## src/rtl/serial_slice_adder_pkg.sv

```systemverilog
// Shared constants and types for serial_slice_adder.
//   SLICE_W : bits processed per cycle by the slice adder
//   state_e : controller states
package serial_slice_adder_pkg;

    localparam int SLICE_W = 4;

    typedef enum logic [1:0] {
        IDLE = 2'd0,
        RUN  = 2'd1,
        DONE = 2'd2
    } state_e;

endpackage

```

## src/rtl/serial_slice_adder_add4_slice.sv

```systemverilog
// Combinational SLICE_W-bit ripple-carry adder (one slice of the serial adder).
//   a_i, b_i : slice operands
//   cin_i    : carry into bit 0
//   sum_o    : slice sum
//   cout_o   : carry out of the top bit
module add4_slice
    import serial_slice_adder_pkg::*;
(
    input  logic [SLICE_W-1:0] a_i,
    input  logic [SLICE_W-1:0] b_i,
    input  logic               cin_i,
    output logic [SLICE_W-1:0] sum_o,
    output logic               cout_o
);

    logic c;

    always_comb begin
        c     = cin_i;
        sum_o = '0;
        for (int i = 0; i < SLICE_W; i++) begin
            sum_o[i] = a_i[i] ^ b_i[i] ^ c;
            c        = (a_i[i] & b_i[i]) | (c & (a_i[i] ^ b_i[i]));
        end
        cout_o = c;
    end

endmodule

```

## src/rtl/serial_slice_adder.sv

```systemverilog
// Multi-cycle WIDTH-bit adder: one SLICE_W-bit slice per clock, carry
// registered between slices. valid/ready handshake on input and output.
//   clk, rst_n          : clock, async active-low reset
//   in_valid/in_ready   : operand handshake (in_ready only in IDLE)
//   a, b, cin           : operands and carry-in
//   out_valid/out_ready : result handshake
//   sum, cout           : registered result, cout:sum = a+b+cin
//   ovf                 : signed overflow, present only with OVERFLOW_FLAG_EN
// Optional feature macro: OVERFLOW_FLAG_EN
module serial_slice_adder
    import serial_slice_adder_pkg::*;
#(
    parameter int WIDTH = 16
) (
    input  logic             clk,
    input  logic             rst_n,
    input  logic             in_valid,
    output logic             in_ready,
    input  logic [WIDTH-1:0] a,
    input  logic [WIDTH-1:0] b,
    input  logic             cin,
    output logic             out_valid,
    input  logic             out_ready,
    output logic [WIDTH-1:0] sum,
    output logic             cout
`ifdef OVERFLOW_FLAG_EN
   ,output logic             ovf
`endif
);

    localparam int NSLICE = WIDTH / SLICE_W;
    localparam int CNT_W  = (NSLICE > 1) ? $clog2(NSLICE) : 1;
    localparam logic [CNT_W-1:0] LAST = CNT_W'(NSLICE - 1);

    generate
        if ((WIDTH % SLICE_W) != 0 || WIDTH < SLICE_W) begin : g_width_chk
            $error("serial_slice_adder: WIDTH must be a positive multiple of 4");
        end
    endgenerate

    state_e             state_q, state_d;
    logic               in_ready_q, in_ready_d;
    logic               out_valid_q, out_valid_d;
    logic [WIDTH-1:0]   a_sh_q, a_sh_d;
    logic [WIDTH-1:0]   b_sh_q, b_sh_d;
    logic [WIDTH-1:0]   sum_sh_q, sum_sh_d;
    logic               carry_q, carry_d;
    logic [CNT_W-1:0]   cnt_q, cnt_d;
    logic [WIDTH-1:0]   sum_q, sum_d;
    logic               cout_q, cout_d;
`ifdef OVERFLOW_FLAG_EN
    logic               a_msb_q, a_msb_d;
    logic               b_msb_q, b_msb_d;
    logic               ovf_q, ovf_d;
`endif

    logic [SLICE_W-1:0] s4;
    logic               c4;
    // New slice enters at the top; the lowest slice falls off the bottom.
    // Written as a concat+slice so it also works when WIDTH == SLICE_W.
    logic [WIDTH+SLICE_W-1:0] sum_cat;
    logic [WIDTH-1:0]         sum_sh_nxt;

    add4_slice u_slice (
        .a_i    (a_sh_q[SLICE_W-1:0]),
        .b_i    (b_sh_q[SLICE_W-1:0]),
        .cin_i  (carry_q),
        .sum_o  (s4),
        .cout_o (c4)
    );

    assign sum_cat    = {s4, sum_sh_q};
    assign sum_sh_nxt = sum_cat[WIDTH+SLICE_W-1:SLICE_W];

    always_comb begin
        state_d     = state_q;
        in_ready_d  = in_ready_q;
        out_valid_d = out_valid_q;
        a_sh_d      = a_sh_q;
        b_sh_d      = b_sh_q;
        sum_sh_d    = sum_sh_q;
        carry_d     = carry_q;
        cnt_d       = cnt_q;
        sum_d       = sum_q;
        cout_d      = cout_q;
`ifdef OVERFLOW_FLAG_EN
        a_msb_d     = a_msb_q;
        b_msb_d     = b_msb_q;
        ovf_d       = ovf_q;
`endif
        case (state_q)
            IDLE: begin
                // in_ready is low out of reset and rises on the first edge here
                in_ready_d = 1'b1;
                if (in_valid && in_ready_q) begin
                    a_sh_d     = a;
                    b_sh_d     = b;
                    carry_d    = cin;
                    cnt_d      = '0;
                    in_ready_d = 1'b0;
                    state_d    = RUN;
`ifdef OVERFLOW_FLAG_EN
                    a_msb_d    = a[WIDTH-1];
                    b_msb_d    = b[WIDTH-1];
`endif
                end
            end
            RUN: begin
                a_sh_d   = a_sh_q >> SLICE_W;
                b_sh_d   = b_sh_q >> SLICE_W;
                sum_sh_d = sum_sh_nxt;
                carry_d  = c4;
                cnt_d    = cnt_q + CNT_W'(1);
                if (cnt_q == LAST) begin
                    sum_d       = sum_sh_nxt;
                    cout_d      = c4;
                    out_valid_d = 1'b1;
                    state_d     = DONE;
`ifdef OVERFLOW_FLAG_EN
                    ovf_d       = (a_msb_q == b_msb_q) && (sum_sh_nxt[WIDTH-1] != a_msb_q);
`endif
                end
            end
            DONE: begin
                // No accept on the handshake edge; in_ready is only seen next cycle
                if (out_valid_q && out_ready) begin
                    out_valid_d = 1'b0;
                    in_ready_d  = 1'b1;
                    state_d     = IDLE;
                end
            end
            default: begin
                state_d = IDLE;
            end
        endcase
    end

    always_ff @(posedge clk or negedge rst_n) begin
        if (!rst_n) begin
            state_q     <= IDLE;
            in_ready_q  <= 1'b0;
            out_valid_q <= 1'b0;
            a_sh_q      <= '0;
            b_sh_q      <= '0;
            sum_sh_q    <= '0;
            carry_q     <= 1'b0;
            cnt_q       <= '0;
            sum_q       <= '0;
            cout_q      <= 1'b0;
`ifdef OVERFLOW_FLAG_EN
            a_msb_q     <= 1'b0;
            b_msb_q     <= 1'b0;
            ovf_q       <= 1'b0;
`endif
        end else begin
            state_q     <= state_d;
            in_ready_q  <= in_ready_d;
            out_valid_q <= out_valid_d;
            a_sh_q      <= a_sh_d;
            b_sh_q      <= b_sh_d;
            sum_sh_q    <= sum_sh_d;
            carry_q     <= carry_d;
            cnt_q       <= cnt_d;
            sum_q       <= sum_d;
            cout_q      <= cout_d;
`ifdef OVERFLOW_FLAG_EN
            a_msb_q     <= a_msb_d;
            b_msb_q     <= b_msb_d;
            ovf_q       <= ovf_d;
`endif
        end
    end

    assign in_ready  = in_ready_q;
    assign out_valid = out_valid_q;
    assign sum       = sum_q;
    assign cout      = cout_q;
`ifdef OVERFLOW_FLAG_EN
    assign ovf       = ovf_q;
`endif

endmodule
```

## config.mk

```make
export PLATFORM = sky130hd
export DESIGN_NAME = serial_slice_adder
export DESIGN_NICKNAME = d
export VERILOG_FILES = /design/src/rtl/serial_slice_adder_pkg.sv /design/src/rtl/serial_slice_adder_add4_slice.sv /design/src/rtl/serial_slice_adder.sv
export SDC_FILE = /design/constraint.sdc
export NUM_CORES = 1
export LEC_CHECK = 0
export ABC_CLOCK_PERIOD_IN_PS = 2300
export BUFFER_PORTS_ARGS = -buffer_cell sky130_fd_sc_hd__buf_2
export CAP_MARGIN = 20
export CORE_AREA = 2 2 77 79
export CTS_CLUSTER_SIZE = 12
export DETAILED_ROUTE_END_ITERATION = 8
export DIE_AREA = 0 0 79 81
export GPL_ROUTABILITY_DRIVEN = 1
export PLACE_DENSITY = 0.82
export SLEW_MARGIN = 25
export SYNTH_ARGS = -nofsm -noshare
export SYNTH_HDL_FRONTEND = slang
export SYNTH_SLANG_ARGS = --single-unit
```

## constraint.sdc

```tcl
create_clock -name clk -period 2.3 [get_ports clk]
set_input_delay 0.23 -clock clk [delete_from_list [all_inputs] [get_ports clk]]
set_output_delay 0.23 -clock clk [all_outputs]
set_load 0.03 [all_outputs]
```

[After elaboration in Yosys (flattened, before gate mapping)]
Cells that the tools add are included.
Cells by class
  add/subtract/negate cells: 1
  reduce and logical (&&, ||, !) cells: 11
  muxes and demuxes: 18
  bitwise logic cells: 20
  equal/unequal tests: 6
Operators with widths (number)
  16-bit one-hot mux with 2 select lines: 2
  16-bit two-way mux: 2
  1-bit bitwise AND: 8
  2-bit two-way mux: 4
  1-bit bitwise XOR: 8
  2-bit inequality test (second input constant): 3
  1-bit one-hot mux with 2 select lines: 3
  2-bit one-hot mux with 3 select lines: 1
  2-bit AND reduction: 3
  3-bit AND reduction: 2
  2-bit nonzero test: 3
  1-bit two-way mux: 5
  2-bit equality test (second input constant): 2
  1-bit OR: 4
  2-bit one-hot mux with 2 select lines: 1
  2-bit by 1-bit adder with 2-bit output (second input constant): 1
  2-bit by 1-bit equality test with 1-bit output (second input constant): 1
  1-bit logical AND: 2
  2-bit logical NOT: 1
Storage, ports and cells
  input port bits: 37
  register bits after elaboration: 72

[Longest topological paths before layout]
Gate-level depths: netlist of run 1.
  depth in word-level cells: 10
  depth in mapped cells: 8

[Cells and area by module]
A second synthesis of run 1 with hierarchy kept.
Second synthesis, totals
  cells, all modules: 229
  area, all modules: 3009.1 um^2
By module, submodules not included
  serial_slice_adder: times used 1, cells each 215, sequential area each 1701.6 um^2, area an instance 2891.5 um^2
  add4_slice: times used 1, cells each 14, sequential area each 0.0 um^2, area an instance 117.6 um^2

[Worst setup path after synthesis of run 1]
OpenSTA, ideal clock, no wires.
  path kind: flip-flop to flip-flop
  start point: register a_sh_q[0]
  end point: register sum_q[15] (netlist: sum[15])
  buffers on the path: 0
  cell stages (with the launch flop): 9
  data arrival time: 1.997 ns
  clock period less this slack: 2.079 ns
  library setup time: 0.083 ns
  path slack: 0.221 ns
  cells stage by stage: dfrtp_1 fa_1 inv_1 fa_1 inv_1 fa_1 inv_1 fa_1 o21ai_0
On the way
  cells in the longest elaborated chain, start to end: 8
  elaborated cells on any way between the ends: 9
  those cells by class: bitwise (9)
Ends and longest elaborated chain
  start, declared: line serial_slice_adder.sv:44  | logic [WIDTH-1:0] a_sh_q, a_sh_d;
  start signal, assigned: line serial_slice_adder.sv:159  | a_sh_q <= a_sh_d;
  1-bit bitwise XOR: line serial_slice_adder_add4_slice.sv:23  | c = (a_i[i] & b_i[i]) | (c & (a_i[i] ^ b_i[i]));
  1-bit bitwise AND: line serial_slice_adder_add4_slice.sv:23
  1-bit OR *: line serial_slice_adder_add4_slice.sv:23
  1-bit bitwise AND *: line serial_slice_adder_add4_slice.sv:23
  1-bit OR *: line serial_slice_adder_add4_slice.sv:23
  1-bit bitwise AND *: line serial_slice_adder_add4_slice.sv:23
  1-bit OR *: line serial_slice_adder_add4_slice.sv:23
  1-bit bitwise XOR *: line serial_slice_adder_add4_slice.sv:22  | sum_o[i] = a_i[i] ^ b_i[i] ^ c;
  end signal, assigned: line serial_slice_adder.sv:164  | sum_q <= sum_d;
  end, declared: line serial_slice_adder.sv:49  | logic [WIDTH-1:0] sum_q, sum_d;
Mark *: on every way between the ends. The rest lies on a longest branch, timed or not.
A chain may end at the register's enable or synchronous reset.

[Final worst setup path of run 1]
Ends and elaborated chain as after synthesis.

==> results of run 1 <==
-- worst max path at each step --
stage                    to  slack (ns)       from  depth (start not counted)
2_1_floorplan       sum[15]        0.22  a_sh_q[0]                          8
3_3_place_gp   sum_sh_q[15]        0.17  a_sh_q[0]                          8
3_5_place_dp   sum_sh_q[15]         0.1  a_sh_q[0]                          8
4_1_cts        sum_sh_q[15]        0.08  a_sh_q[0]                          8
5_1_grt        sum_sh_q[15]        0.03  a_sh_q[0]                          8
6_report            sum[15]        0.17  a_sh_q[0]                          8
-- cell type report --
cell class / count / area, um2
clock buffer: 10 / 138
sequential: 68 / 1700
fill: 520 / 2190
clock inverter: 3 / 40.0
timing repair buffer: 64 / 358
inverter: 8 / 30.0
tap: 75 / 93.8
multi-input combinational: 204 / 1120
-- worst max-delay path, stage by stage, from the launching register on --
cell and delay (ns):
dfrtp_1 0.41, fa_2 0.38, inv_1 0.07, fa_1 0.15, inv_1 0.05, fa_1 0.36
inv_1 0.07, fa_1 0.42, o21ai_1 0.13
-- power breakdown --
part	internal (uW)	switching, uW
logic	944	1560
registers	1790	401
clock network	508	409
total	3250	2370
-- per-stage QoR --
step,area [um2],total power (uW)
after floorplan,2970,4080
after global placement,3290,4570
after detailed placement,3290,4720
after CTS,3480,5650
after global routing,3480,6120
final,3480,5610
-- routing by layer --
metal	track usage (%)	vias to the layer above
met5	0	-
met2	33.8	79
li1	-	1098
met3	4.78	17
met1	26.6	1076
met4	12.2	0
-- sequential cells by signal (all words and copies together) (netlist names) --
| name | cells |
|---|---|
| in_ready | 1 |
| cnt_q | 2 |
| out_valid | 1 |
| a_sh_q | 16 |
| cout | 1 |
| state_q | 2 |
| b_sh_q | 16 |
| sum_sh_q | 12 |
| sum | 16 |
| carry_q | 1 |
-- cells by family (layout without fill, tap and decap cells) --
kind of cell / after synthesis / count (layout)
simple gates: 107 / 107
flops: 68 / 68
buf+inv: 27 / 85
fa+ha+maj: 5 / 5
mux: 14 / 14
compound gates: 78 / 78
-- timing repair --
action / CTS / global route
gates resized for setup: 0 / 3
endpoints found under the setup margin: 0 / 2
hold endpoints to repair: 27 / 0
hold buffers: 1 / 0
-- synthesized netlist by cell type (all sizes together) --
cell type	count
and2b	1
a21oi	56
a22oi	6
buf	14
ha	1
nand2b	1
fa	4
mux2	14
o22a	1
and3b	1
nor2	25
nand2	77
o21ai	14
inv	8
o22ai	1
dfrtp	68
nand3b	2
clkbuf	5
-- cells in the final DEF (no fill, tap or decap) --
cell	synthesis	layout
mux2_2	14	14
inv_1	8	8
and2b_1	1	1
clkinv_2	0	2
a21oi_2	8	8
o21ai_0	12	10
fa_2	0	1
buf_4	2	7
o22ai_1	1	1
nand3b_1	2	2
a22oi_1	4	4
bufinv_16	0	1
clkbuf_8	0	10
nand2b_1	1	1
buf_2	9	55
a21oi_1	48	48
o22a_1	1	1
nand2_1	77	77
ha_1	1	1
fa_1	4	3
o21ai_1	2	4
and3b_1	1	1
nor2_1	25	25
dfrtp_1	68	68
dlygate4sd3_1	0	1
a22oi_2	2	2
buf_12	0	1
==> metrics.md, run 1 <==
| Metric | Value |
|---|---|
| Startpoint Class | `register` |
| DRC Markers | `0` |
| Post-synthesis sequential area ratio | `57.3%` |
| Initial antenna violation count | `0` |
| Fmax | `470 MHz` |
| DR WL met3 | `337 um` |
| First-pass GRT wire length | `10.1 mm` |
| Hold Vio Cnt, Final | `0` |
| Hold crit path type | `input pin to register` |
| Overall Global Routing Usage | `21.1%` |
| Simple-Gate Fraction of Synth Area | `14.2%` |
| Largest family of logic cells by synthesized area | `compound AO/OA/AOI/OAI gates` |
| Complex-gate fraction of the synthesized area | `15.2%` |
| Worst Path Required | `2.57 ns` |
| Synth top area cells | `dfrtp_1, nand2_1, a21oi_1, mux2_2, nor2_1` |
| Clk_skew | `0.00729 ns` |
| Adder-cell share of the synthesized area | `3.12%` |
| Util after Layout | `61.4%` |
| Pins Over Slew Limit | `0` |
| Placed Cells | `418` |
| CTS H-Tree Depth | `3` |
| Dominant cell type by area after synthesis | `dfrtp_1` |
| Fin worst setup slack | `0.174 ns` |
| Flop-to-flop setup slack | `0.17 ns` |
| Via density | `5.25` |
| Post-detail-place hpwl | `4.07 mm` |
| Yosys reg bits | `68` |
| DR iter-0 viols | `81` |
| Reg clk slew, reported paths | `0.07 ns` |
| Proportion of layout cells with a drive suffix above 1 | `28.3%` |
| Post-synthesis cell area | `2970 um2` |
| Mux cell area share after synthesis | `5.31%` |
| Avg Cell Area, Syn | `9.93 um2` |
| Clock Path Buffers | `2` |
| CTS tree | `yes` |
| Hold path startpoint | `b[14]` |
| Xor/xnor share of the synthesized area | `0%` |
| Met2 wire len | `2.89 mm` |
| Setup violators final | `0` |
| Synth cell types | `24` |
| GPL Wtd Cong | `0.731` |
| Pwr dens | `1610 nW/um2` |
| Pre-CTS WS | `0.0984 ns` |
| Crit path max fanout | `2` |
| Area Overhead vs Synth | `17.4%` |
| Largest net degree at the start of global routing | `36` |
| Setup bufs post-CTS | `0` |
| Hold path cells | `3` |
| Status | `completed` |
| WL/cell | `13.8 um` |
| Clk sinks | `68` |
| I/O Buffers | `55` |
| Ys Warns | `0` |
| Tmin final | `2.13 ns` |
| Hold Path End | `b_sh_q[14]` |
| Routed vias | `2270` |
| Reg2reg path depth | `8` |
| DRT antenna net count | `0` |
| Crit path kind | `register to register` |
| Worst hold margin | `0.120 ns` |
| Gr ovfl total | `0` |
| CTS Buf Count | `9` |
| Drt total wl | `5.98 mm` |
| Max-cap violation count | `0` |
| Peak supply drop | `1.04 mV` |
| I/O pin total | `56` |
| Core area | `5680 um2` |
| Syn nets | `341` |
| Post-Syn Instances | `299` |
| Top cell type's share of synthesized area | `57.3%` |
| Crit end category | `register` |
| Root Driver | `clkbuf_8` |
| Final TNS setup | `0 ns` |
| Die X | `79 um` |
| Final period util | `92.4%` |
| DR pass1 iterations | `4` |
| Max_slew headroom | `57.5%` |
| Clock Latency Late Sink | `0.34 ns` |
| Worst-Margin Slew | `0.638 ns` |
| Chip height | `81 um` |
| Nets | `397` |
| Reg2reg end | `sum[15]` |
| Initial Utilization | `52.3%` |
| N_diodes | `0` |
| Fin cells | `432` |
| Leakage power | `0.00174 uW` |
| Vias in the first global route | `2243` |
| Crit path DAT | `2.39 ns` |
| M1 WL | `2.57 mm` |
| Highest metal used | `met4` |
| RSZ-0062 raised after global routing | `no` |
| Die ar. | `6400 um2` |
| Launch point of the worst reg-to-reg path | `a_sh_q[0]` |
| Rows | `28` |
Note: power is estimated with default switching activity, not from simulation.
==> run 2, diff against run 1 <==
--- a/config.mk
+++ b/config.mk
@@ -8,13 +8,13 @@
 export ABC_CLOCK_PERIOD_IN_PS = 2300
 export BUFFER_PORTS_ARGS = -buffer_cell sky130_fd_sc_hd__buf_2
 export CAP_MARGIN = 20
-export CORE_AREA = 2 2 77 79
+export CORE_AREA = 5 5 80 82
 export CTS_CLUSTER_SIZE = 12
 export DETAILED_ROUTE_END_ITERATION = 8
-export DIE_AREA = 0 0 79 81
+export DIE_AREA = 0 0 85 87
 export GPL_ROUTABILITY_DRIVEN = 1
 export PLACE_DENSITY = 0.82
-export SLEW_MARGIN = 25
+export SLEW_MARGIN = 20
 export SYNTH_ARGS = -nofsm -noshare
 export SYNTH_HDL_FRONTEND = slang
 export SYNTH_SLANG_ARGS = --single-unit
==> metrics.md, run 2 (synthesis gave the netlist of run 1 again) <==
| Metric | Value |
|---|---|
| Int Pwr | `3350 uW (was 3250 uW)` |
| Launch point of the worst reg-to-reg path | `a_sh_q[0] (unchanged)` |
| Pins Over Slew Limit | `0 (unchanged)` |
| Via density | `5.13 (was 5.25)` |
| Setup violators final | `0 (unchanged)` |
| Crit path kind | `register to register (unchanged)` |
| DR pass1 iterations | `4 (unchanged)` |
| Startpoint Class | `register (unchanged)` |
| Clock Path Buffers | `2 (unchanged)` |
| Rows | `28 (unchanged)` |
| Critical Path End | `sum[15] (unchanged)` |
| Reg2reg path depth | `8 (unchanged)` |
| Worst hold margin | `-0.0202 ns (was 0.120 ns)` |
| I/O pin total | `56 (unchanged)` |
| Post-detail-place hpwl | `3.99 mm (was 4.07 mm)` |
| Setup bufs post-CTS | `0 (unchanged)` |
| DRC Markers | `0 (unchanged)` |
| Crit path max fanout | `2 (unchanged)` |
| Crit path DAT | `2.45 ns (was 2.39 ns)` |
| Design area | `3500 um2 (was 3480 um2)` |
| Hold Vio Cnt, Final | `34 (was 0)` |
| Violated checks | `negative hold slack` |
| Die X | `85 um (was 79 um)` |
| Crit-path cells | `fa_1, inv_1, fa_1, inv_1, fa_1, inv_1, fa_1, o21ai_1 (was fa_2, inv_1, fa_1, inv_1, fa_1, inv_1, fa_1, o21ai_1)` |
| Most frequent cells in the layout | `nand2_1, dfrtp_1, buf_2 (unchanged)` |
| Initial antenna violation count | `0 (unchanged)` |
| Status | `finished with violations (was completed)` |
| DRT antenna net count | `0 (unchanged)` |
| Worst-Margin Slew | `0.797 ns (was 0.638 ns)` |
| CTS Buf Count | `9 (unchanged)` |
| Peak supply drop | `0.926 mV (was 1.04 mV)` |
| Gr ovfl total | `0 (unchanged)` |
| I/O Buffers | `55 (unchanged)` |
| N_diodes | `0 (unchanged)` |
| First-pass GRT wire length | `10.4 mm (was 10.1 mm)` |
| GPL Wtd Cong | `0.797 (was 0.731)` |
| Worst Path Required | `2.56 ns (was 2.57 ns)` |
| Hold crit path type | `input pin to asynchronous set/reset pin (was input pin to register)` |
| CP peak stage delay | `0.43 ns (was 0.42 ns)` |
| Tmin final | `2.20 ns (was 2.13 ns)` |
| Root Driver | `clkbuf_8 (unchanged)` |
| Nets | `396 (was 397)` |
| Final TNS setup | `0 ns (unchanged)` |
| Number of stages on the worst setup path | `8 (unchanged)` |
| Fmax | `455 MHz (was 470 MHz)` |
| NetSw | `2370 uW (about the same)` |
| Commonest non-fill, non-tap cell in the layout | `nand2_1 (unchanged)` |
| Overall Global Routing Usage | `17.9% (was 21.1%)` |
| DP Area | `3280 um2 (was 3290 um2)` |
| Sequential group share of total power | `38.2% (was 39.1%)` |
| CTS H-Tree Depth | `3 (unchanged)` |
| Vias in the first global route | `2250 (was 2243)` |
| Clk_skew | `0.00875 ns (was 0.00729 ns)` |
| CP startpoint | `a_sh_q[0] (unchanged)` |
| Clock Latency Late Sink | `0.33 ns (was 0.34 ns)` |
| Flop-to-flop setup slack | `0.10 ns (was 0.17 ns)` |
| Die ar. | `7400 um2 (was 6400 um2)` |
| Area Overhead vs Synth | `17.8% (was 17.4%)` |
| Placed Cells | `418 (unchanged)` |
| Sw frac | `41.4% (was 42.2%)` |
| Initial Utilization | `52.3% (unchanged)` |
| CTS tree | `yes (unchanged)` |
| Core area | `5680 um2 (unchanged)` |
| WL/cell | `13.8 um (about the same)` |
| Fin cells | `434 (was 432)` |
| CP max stage cell | `fa_1 (unchanged)` |
| Proportion of layout cells with a drive suffix above 1 | `28.4% (was 28.3%)` |
| Reg2reg end | `sum[15] (unchanged)` |
| Chip height | `87 um (was 81 um)` |
| Pwr dens | `1640 nW/um2 (was 1610 nW/um2)` |
| Logic pwr share | `43.1% (was 44.5%)` |
| Final period util | `95.5% (was 92.4%)` |
| Worst path buffer plus inverter count | `3 (unchanged)` |
| DR iter-0 viols | `64 (was 81)` |
| RSZ-0062 raised after global routing | `no (unchanged)` |
| Max-cap violation count | `0 (unchanged)` |
| Clk sinks | `68 (unchanged)` |
| Drt total wl | `5.97 mm (was 5.98 mm)` |
| Most used cell, CP | `fa_1` |
| Routed vias | `2226 (was 2270)` |
| Power share of the clock group | `18.6% (was 16.3%)` |
| Reg clk slew, reported paths | `0.07 ns (about the same)` |
| Largest net degree at the start of global routing | `38 (was 36)` |
| Family with the most delay on the worst path | `adder cells (unchanged)` |
| Crit end category | `register (unchanged)` |
| Max_slew headroom | `46.8% (was 57.5%)` |
| Leakage power | `0.00175 uW (was 0.00174 uW)` |
==> run 2: area by class of cell <==
class | instances | area [um2]
Clock inverter | 5 | 75.1
Inverter | 8 | 30.0
Clock buffer | 11 | 141
Multi-Input combinational cell | 204 | 1120
Sequential cell | 68 | 1700
Tap cell | 75 | 93.8
Fill cell | 500 | 2180
Timing Repair Buffer | 63 | 335
==> run 2: power by group through the flow <==
stage / sequential, uW / clock, uW / combinational (uW)
6_report: 2190 / 1070 / 2470
5_1_grt: 2280 / 1150 / 2800
4_1_cts: 2190 / 1100 / 2500
3_5_place_dp: 2210 / 0 / 2470
3_3_place_gp: 2180 / 0 / 2380
2_1_floorplan: 2390 / 0 / 1690
==> run 2: repair_timing <==
item | 4_1_cts | 5_1_grt
gates resized for setup | 0 | 2
endpoints found under the setup margin | 0 | 2
hold endpoints to repair | 0 | 0
hold buffers | 0 | 0
==> run 2: worst min-delay path by stage <==
stage / from / endpoint / slack [ns]
3_3_place_gp: rst_n / sum[2] / 0.36
3_5_place_dp: rst_n / sum[2] / 0.37
5_1_grt: rst_n / sum[2] / 0.04
4_1_cts: rst_n / b_sh_q[5] / 0.003
2_1_floorplan: rst_n / a_sh_q[0] / -0.07
6_report: rst_n / sum[2] / -0.02
==> run 2: per-layer routing <==
layer  track usage (%)  routed length, um  vias up
met5                 0                  0        -
met4              7.77                 91        0
met3              3.97                373        8
met2              30.0               2870       58
met1              22.5               2630     1058
li1                  -                  -     1102
==> run 2: metrics by stage <==
step | hold slack (ns) | power [uW] | utilization [%] | worst slack [ns]
floorplan | -0.0656 | 4080 | - | 0.221
finish | -0.0202 | 5730 | 61.6 | 0.103
global placement | 0.361 | 4560 | 57.8 | 0.169
CTS | 0.00291 | 5790 | 61.6 | 0.0692
global route | 0.0394 | 6230 | 61.6 | 0.000496
detailed placement | 0.366 | 4690 | 57.8 | 0.0836
==> run 2: worst reg2reg max path: stages, from the launching register on <==
cell and delay (ns):
dfrtp_1 0.41, fa_1 0.43, inv_1 0.08, fa_1 0.16, inv_1 0.05, fa_1 0.36, inv_1 0.08, fa_1 0.42
o21ai_1 0.13
